## config.mk

```make
export PLATFORM = sky130hd
export DESIGN_NAME = uart_rx_ctrl
export DESIGN_NICKNAME = d
export VERILOG_FILES = /design/src/rtl/uart_rx_ctrl.sv
export SDC_FILE = /design/constraint.sdc
export NUM_CORES = 1
export LEC_CHECK = 0
export ABC_CLOCK_PERIOD_IN_PS = 7250
export CAP_MARGIN = 10
export CORE_MARGIN = 4
export CORE_UTILIZATION = 55
export DETAILED_ROUTE_END_ITERATION = 10
export PLACE_DENSITY = 0.83
export SLEW_MARGIN = 15
export SYNTH_ARGS = -nofsm -noshare
export SYNTH_HDL_FRONTEND = slang
export SYNTH_SLANG_ARGS = --single-unit
```

## constraint.sdc

```tcl
create_clock -name clk -period 7.25 [get_ports clk]
set_input_delay 1.0875 -clock clk [delete_from_list [all_inputs] [get_ports clk]]
set_output_delay 1.0875 -clock clk [all_outputs]
set_load 0.01 [all_outputs]
```

## src/rtl/uart_rx_ctrl.sv

```systemverilog
// UART receive controller: baud period config, rdy/clr_rdy drain into a
// show-ahead byte FIFO, overrun flag and idle-gap interrupt.
module uart_rx_ctrl #(
    parameter int          FIFO_DEPTH   = 8,
    parameter logic [11:0] DEFAULT_BAUD = 12'hA2B,
    parameter int          IDLE_BITS    = 40
) (
    input  logic        clk,
    input  logic        rst_n,
    input  logic        cfg_we,
    input  logic [31:0] cfg_wdata,
    output logic        cfg_err,
    input  logic        err_clr,
    input  logic        rd_en,
    output logic [7:0]  rd_data,
    output logic        rx_valid,
    output logic [6:0]  fifo_count,
    output logic        overrun,
    output logic        idle_irq,
    output logic [31:0] baud_period,
    output logic [31:0] half_baud_period,
    input  logic        uart_rdy,
    input  logic [7:0]  uart_rx_data,
    output logic        uart_clr_rdy
);

    localparam int               PTR_W      = $clog2(FIFO_DEPTH);
    localparam int               GAP_W      = $clog2(IDLE_BITS + 1);
    localparam logic [6:0]       DEPTH_CNT  = 7'(FIFO_DEPTH);
    localparam logic [GAP_W-1:0] GAP_MAX    = GAP_W'(IDLE_BITS);
    localparam logic [11:0]      MIN_PERIOD = 12'd16;
    localparam logic [12:0]      DEF_SUM    = {1'b0, DEFAULT_BAUD} + 13'd1;

    typedef enum logic {
        S_WAIT = 1'b0,
        S_HOLD = 1'b1
    } state_t;

    state_t             state_q, state_d;
    logic [11:0]        period_q, period_d;
    logic [11:0]        half_q, half_d;
    logic               cfg_err_q, cfg_err_d;
    logic               overrun_q, overrun_d;
    logic [PTR_W-1:0]   wr_ptr_q, wr_ptr_d;
    logic [PTR_W-1:0]   rd_ptr_q, rd_ptr_d;
    logic [6:0]         count_q, count_d;
    logic [11:0]        bit_cnt_q, bit_cnt_d;
    logic [GAP_W-1:0]   gap_q, gap_d;
    logic               armed_q, armed_d;
    logic               irq_q, irq_d;

    logic [7:0]         mem [FIFO_DEPTH];
    logic               push_req;
    logic               fifo_full, fifo_empty, do_pop, do_write;
    logic               cfg_ok, cfg_bad;
    logic [12:0]        half_sum;
    logic               unused_cfg_hi;

    assign unused_cfg_hi = ^cfg_wdata[31:12];

    // Drain handshake: a byte is taken in WAIT, then one HOLD cycle lets the
    // receiver drop rdy before it can be sampled again.
    always_comb begin
        state_d  = state_q;
        push_req = 1'b0;
        case (state_q)
            S_WAIT: begin
                if (uart_rdy) begin
                    push_req = 1'b1;
                    state_d  = S_HOLD;
                end
            end
            S_HOLD:  state_d = S_WAIT;
            default: state_d = S_WAIT;
        endcase
    end

    assign uart_clr_rdy = push_req;

    assign fifo_full  = (count_q == DEPTH_CNT);
    assign fifo_empty = (count_q == 7'd0);
    assign do_pop     = rd_en && !fifo_empty;
    // A pop in the same cycle frees the slot a full-FIFO push needs.
    assign do_write   = push_req && (!fifo_full || do_pop);

    assign cfg_ok   = cfg_we && (cfg_wdata[11:0] >= MIN_PERIOD);
    assign cfg_bad  = cfg_we && (cfg_wdata[11:0] < MIN_PERIOD);
    assign half_sum = {1'b0, cfg_wdata[11:0]} + 13'd1;

    always_comb begin
        wr_ptr_d  = wr_ptr_q + PTR_W'(do_write);
        rd_ptr_d  = rd_ptr_q + PTR_W'(do_pop);
        count_d   = count_q + 7'(do_write) - 7'(do_pop);

        overrun_d = overrun_q;
        if (err_clr)
            overrun_d = 1'b0;
        if (push_req && fifo_full && !do_pop)
            overrun_d = 1'b1;

        cfg_err_d = cfg_err_q;
        if (err_clr)
            cfg_err_d = 1'b0;
        if (cfg_bad)
            cfg_err_d = 1'b1;

        period_d = cfg_ok ? cfg_wdata[11:0] : period_q;
        half_d   = cfg_ok ? half_sum[12:1]  : half_q;
    end

    // Idle timer: bit-times of silence since the last received byte, only
    // meaningful while unread data sits in the FIFO.
    always_comb begin
        bit_cnt_d = bit_cnt_q;
        gap_d     = gap_q;
        armed_d   = armed_q;
        irq_d     = 1'b0;
        if (push_req) begin
            bit_cnt_d = 12'd0;
            gap_d     = '0;
            armed_d   = 1'b1;
        end else if (fifo_empty) begin
            bit_cnt_d = 12'd0;
            gap_d     = '0;
        end else begin
            if (cfg_ok) begin
                bit_cnt_d = 12'd0;
            end else if (bit_cnt_q >= period_q) begin
                bit_cnt_d = 12'd0;
                if (gap_q != GAP_MAX)
                    gap_d = gap_q + GAP_W'(1);
            end else begin
                bit_cnt_d = bit_cnt_q + 12'd1;
            end
            if (armed_q && (gap_q == GAP_MAX)) begin
                irq_d   = 1'b1;
                armed_d = 1'b0;
            end
        end
    end

    always_ff @(posedge clk or negedge rst_n) begin
        if (!rst_n) begin
            state_q   <= S_WAIT;
            period_q  <= DEFAULT_BAUD;
            half_q    <= DEF_SUM[12:1];
            cfg_err_q <= 1'b0;
            overrun_q <= 1'b0;
            wr_ptr_q  <= '0;
            rd_ptr_q  <= '0;
            count_q   <= 7'd0;
            bit_cnt_q <= 12'd0;
            gap_q     <= '0;
            armed_q   <= 1'b0;
            irq_q     <= 1'b0;
        end else begin
            state_q   <= state_d;
            period_q  <= period_d;
            half_q    <= half_d;
            cfg_err_q <= cfg_err_d;
            overrun_q <= overrun_d;
            wr_ptr_q  <= wr_ptr_d;
            rd_ptr_q  <= rd_ptr_d;
            count_q   <= count_d;
            bit_cnt_q <= bit_cnt_d;
            gap_q     <= gap_d;
            armed_q   <= armed_d;
            irq_q     <= irq_d;
        end
    end

    always_ff @(posedge clk) begin
        if (do_write)
            mem[wr_ptr_q] <= uart_rx_data;
    end

    assign rd_data          = fifo_empty ? 8'h00 : mem[rd_ptr_q];
    assign rx_valid         = !fifo_empty;
    assign fifo_count       = count_q;
    assign overrun          = overrun_q;
    assign cfg_err          = cfg_err_q;
    assign idle_irq         = irq_q;
    assign baud_period      = {20'd0, period_q};
    assign half_baud_period = {20'd0, half_q};

endmodule

```

# ---- Word-level counts from Yosys, hierarchy flattened
# Memory sizes are Yosys's and may differ from the RTL's.
# Cells that the tools add are included.
dict set report word_totals {
  in_bits 46
  regBits 60
  word_cells 72
  memories 1
  output_inout_bits 84
  ramBits 64
}
dict set report classes {
  eq_ne 5
  n_reduce_logical 19
  n_lt_le_gt_ge 3
  muxes 24
  bitwise_logic 1
  addsub 7
}
# memory words word_bits read_ports rd_ports_with_merged_regs write_ports line_no
set mem_list {}
lappend mem_list {mem 8 8 1 0 1 52} ;# logic [7:0] mem [FIFO_DEPTH];
# cell count
set op_table {}
lappend op_table {{$mux W12} 4}
lappend op_table {{$mux W6} 5}
lappend op_table {{$add A12 B1 Y13 const B} 1}
lappend op_table {{$mux W1} 13}
lappend op_table {{$add A12 B1 Y12 const B} 1}
lappend op_table {{$ge A12 B12 Y1} 1}
lappend op_table {{$ge A12 B5 Y1 const B} 1}
lappend op_table {{$lt A12 B5 Y1 const B} 1}
lappend op_table {{$mux W8} 1}
lappend op_table {{$add A7 B1 Y7} 1}
lappend op_table {{$eq A7 B4 Y1 const B} 1}
lappend op_table {{$logic_and A1 B1 Y1} 7}
lappend op_table {{$logic_not A7 Y1} 1}
lappend op_table {{$sub A7 B1 Y7} 1}
lappend op_table {{$add A3 B1 Y3} 2}
lappend op_table {{$add A6 B1 Y6 const B} 1}
lappend op_table {{$eq A6 B6 Y1 const B} 1}
lappend op_table {{$ne A6 B6 Y1 const B} 1}
lappend op_table {{$reduce_bool A2 Y1} 3}
lappend op_table {{$reduce_bool A3 Y1} 2}
lappend op_table {{$logic_not A1 Y1} 3}
lappend op_table {{$ne A3 B3 Y1 const B} 1}
lappend op_table {{$reduce_and A3 Y1} 1}
lappend op_table {{$ne A2 B2 Y1 const B} 1}
lappend op_table {{4 further kinds} 4}

# ---- Depth between registers and ports, before layout
dict set report depth {
  word_depth 7
  depth_mapped 17
}

# ---- Worst setup path before layout
# No wires, ideal clock.
dict set report synth_timing {
  kind {input to register}
  start {input port uart_rdy}
  end {register count_q[6], in the netlist fifo_count[6]}
  t_required_ns 7.125
  n_path_buf 0
  cell_stages 14
  setup_slack_ns 4.206
  arrival_ns 2.919
  setup_ns 0.125
  cell_sequence {nand2b_1 -> inv_1 -> nor2_1 -> nand2_1 -> nand2_1 -> ha_1 -> inv_1 -> fa_1 -> nand2b_1 -> a21oi_1 -> o21ai_0 -> a21oi_1 -> nor2_1 -> xnor2_1}
}
dict set report synth_via {
  elab_chain_cells 5
}
# element line_no
set synth_lines {}
lappend synth_lines {{start, declared} 22} ;# input logic uart_rdy,
lappend synth_lines {{$mux W1} 68} ;# if (uart_rdy) begin
lappend synth_lines {{$mux W1} 66} ;# case (state_q)
lappend synth_lines {{net uart_clr_rdy} 24} ;# output logic uart_clr_rdy
lappend synth_lines {{$logic_and A1 B1 Y1} 84} ;# assign do_write = push_req && (!fifo_full || do_pop);
lappend synth_lines {{$add A7 B1 Y7} 93} ;# count_d = count_q + 7'(do_write) - 7'(do_pop);
lappend synth_lines {{$sub A7 B1 Y7} 93}
lappend synth_lines {{net count_d[6]} 46} ;# logic [6:0] count_q, count_d;
lappend synth_lines {{end signal, assigned} 164} ;# count_q <= count_d;
lappend synth_lines {{end, declared} 46}
# The timed path passes the listed nets, and every way through them passes these cells.
# A chain may end at the register's enable or synchronous reset.

# ---- Worst setup path after layout
dict set report layout_timing {
  start {register rd_ptr_q[0]}
  end {output port rd_data[3]}
}
dict set report layout_via {
  elab_chain_cells 2
}
# element line_no
set layout_lines {}
lappend layout_lines {{start, declared} 45} ;# logic [PTR_W-1:0] rd_ptr_q, rd_ptr_d;
lappend layout_lines {{start signal, assigned} 163} ;# rd_ptr_q <= rd_ptr_d;
lappend layout_lines {{$mem_v2 Z8 W8} --}
lappend layout_lines {{$mux W8} 177} ;# assign rd_data = fifo_empty ? 8'h00 : mem[rd_ptr_q];
lappend layout_lines {{end, declared} 15} ;# output logic [7:0] rd_data,
# Every way passes these cells.

==> qor.yml <==
outcome:
  status: "complete, no violations"
logic_synthesis:
  yosysWarningCount: 0
  synthArstFlopShare: 0.4839
  ys.flop_type: "edfxtp_1"
  synthXorXnorAreaFrac: 0.04116
  yosys.cell_types.count: 44
  syn_area_sq_um: 5958
  synth_top_family_by_area: "simple AND/OR/NAND/NOR gates"
  synth_fa_ha_area_frac: 0.06636
  synthSimpleGateAreaFrac: 0.1073
  ys_seq_elements: 124
  syn_inst: 481
  syn_avg_cell_area_sq_um: 12.39
  synth_seq_area_share: 0.5769
  synth_edf_count: 64
  synth-compound-area-share: 0.04599
  synthMuxAreaShare: 0.07959
die:
  die-width_um: 112.1
  dieArea_sq_um: 12560
  initial_core_util: 0.5720
  coreArea_sq_um: 10420
  ios: 130
  row_count: 37
  fp.dieH_um: 112.1
cells_and_area:
  layout-drive-gt1-share: 0.1243
  stdcell_area_sq_um: 7234
  syn_to_final_growth_pct: 21.42
  antennaDiodeCount: 0
  fin_nets: 635
global_route:
  overflow: 0
  antenna_found_initial: 0
  grt_pass1_wl_um: 20240
  grt_util_all_layers: 0.2104
  grt_max_degree: 61
  grt_pass1_vias: 4027
routing:
  vias: 3879
  detail-route-antenna-nets: 0
  dr.first_iter.drc_count: 281
  totalWireLength_um: 12740
  wl_per_cell_um: 18.02
  first_pass_iters: 5
  via_per_inst: 5.487
  drc_errors: 0
cts:
  cts_tree: "yes"
  cts.sinks: 124
  cts_buffers: 17
  cts.clk_slew.worst_paths_ps: 60
  cts_hold_buffers: 0
  cts_max_level: 4
  cts.path.max_buffers: 2
  cts-resized-gates: 0
  postCtsSetupBuffers: 0
  clock_latency_ps: 520
  cts-root-buf: "clkbuf_8"
placed_design:
  port_buffers: 69
  gp_congestion: 0.8033
  placed_area_sq_um: 6634
  hpwl_um: 8155
sta:
  period_share: 0.5645
  rsz0062_at_grt: "false"
  slew_viol_final: 0
  fin_crit_ps: 4093
  slew_headroom: 0.2718
  skew_ps: 8.546
  setup_tns_ps: 0
  fmax_mhz: 244.3
  finalSetupViolations: 0
  worst_pin_slew_ps: 1087
  hold_viol_final: 0
flow_run:
  cap_violations: 0
worst_setup_path:
  cp.buffers_inverters: 1
  critPathMaxFanout: 17
  slowest_delay_ps: 1040
  cp_cell_sequence: "mux4_2, mux2i_1, nor2_1, clkdlybuf4s50_1"
  required_ps: 6160
  r2r_slack_ps: 3480
  worstSetupStartpointType: "register"
  cp-end-kind: "output pin"
  cp.arrival_ps: 3010
  path_class: "reg -> out"
  cp_slowest_cell: "dfrtp_1"
  crit_family: "flip-flops"
pwr:
  power.density_nw_per_um2: 340.8
  finalPower_mw: 2.466
  ir_drop_mv: 0.2904
  p_leak_nw: 3.021
worst_hold_path:
  min_path_type: "reg -> reg"
final timing paths:
kind                          startpoint             to  depth (start not counted)
max in group asynchronous          rst_n    wr_ptr_q[2]                          2
hold reg to reg             period_q[11]   period_q[11]                          2
setup reg to reg           fifo_count[4]  fifo_count[6]                         17
hold / removal              period_q[11]   period_q[11]                          2
min in group asynchronous          rst_n   bit_cnt_q[3]                          2
setup / recovery             rd_ptr_q[0]     rd_data[3]                          4
Yosys cell counts, types with 3 or more instances:
| library cell | instances | area [sq um] |
|---|---|---|
| xnor2_1 | 11 | 96.34 |
| a21oi_1 | 15 | 75.07 |
| or3_1 | 6 | 37.54 |
| nand2_1 | 53 | 198.9 |
| inv_1 | 34 | 127.6 |
| dfstp_2 | 11 | 289.0 |
| ha_1 | 30 | 375.4 |
| buf_4 | 40 | 300.3 |
| nand3_1 | 14 | 70.07 |
| nor2_1 | 29 | 108.9 |
| o21ai_0 | 23 | 115.1 |
| mux4_2 | 16 | 360.4 |
| mux2i_1 | 8 | 80.08 |
| edfxtp_1 | 64 | 1922 |
| nand2b_1 | 5 | 31.28 |
| nor3b_1 | 3 | 22.52 |
| buf_2 | 7 | 35.03 |
| and3_1 | 8 | 50.05 |
| mux2_2 | 3 | 33.78 |
| xor2_1 | 17 | 148.9 |
| clkbuf_1 | 6 | 22.52 |
| dfrtp_1 | 49 | 1226 |
per-layer routing:
layer  track usage  share of wire  vias to the layer above  routed length, um
met4       0.09054          0.025                        0                314
met1        0.2565           0.39                     1933               5010
li1              -              -                     1753                  -
met3       0.05768          0.069                       26                879
met2        0.3536           0.51                      167               6537
met5             0              0                        -                  0
layout make-up:
type	instances	area (sq um)
Sequential cell	124	3437
Fill cell	699	3182
Multi-Input combinational cell	308	2183
Timing Repair Buffer	73	715.7
Clock buffer	17	414.1
Clock inverter	15	186.4
Tap cell	136	170.2
Inverter	34	127.6
cell families after synthesis:
family / count (synthesis)
and+or+nand+nor: 134
DFF: 124
buffers and inverters: 88
AOI/OAI and AO/OA: 48
adders and majority gates: 31
xor gates and xnor gates: 28
muxes: 27
other: 1
stage by stage:
stage | util | setup slack [ps] | hold WS, ps | cells
CTS | 0.6945 | 3067 | 474.6 | 707
global route | 0.6945 | 2956 | 503.1 | 707
global placement | 0.6369 | 3437 | 460.7 | 675
detailed placement | 0.6369 | 3329 | 463.5 | 675
floorplan | - | 4206 | 470.6 | 520
finish | 0.6945 | 3157 | 473.8 | 707
power breakdown:
part           internal [mW]  switching [mW]
combinational          0.357           0.297
sequential             0.842           0.121
clock                  0.528           0.320
total                   1.73           0.738
registers in the layout (all words and copies together), names as in the netlist, 3 cells and up:
| signal | count |
|---|---|
| rd_ptr_q | 3 |
| gap_q | 6 |
| wr_ptr_q | 3 |
| period_q | 12 |
| bit_cnt_q | 12 |
| half_q | 12 |
| mem | 64 |
| fifo_count | 7 |
layout by cell type, fill, tap and decap left out, drive strengths merged, types with 6 or more instances in the layout:
| cell | count |
|---|---|
| inv | 38 |
| and3 | 8 |
| ha | 30 |
| nand3 | 14 |
| nor2 | 29 |
| edfxtp | 64 |
| clkdlybuf4s50 | 68 |
| o21ai | 24 |
| a21oi | 15 |
| xor2 | 17 |
| dfstp | 11 |
| conb | 40 |
| mux2i | 8 |
| xnor2 | 11 |
| clkbuf | 17 |
| nand2 | 53 |
| mux4 | 16 |
| dfrtp | 49 |
| or3 | 6 |
worst min-delay path: stages (launching register included):
cell and delay (ps):
dfstp_2 380, nand2_1 50, nand2_1 50
(Power assumes the default switching activity.)
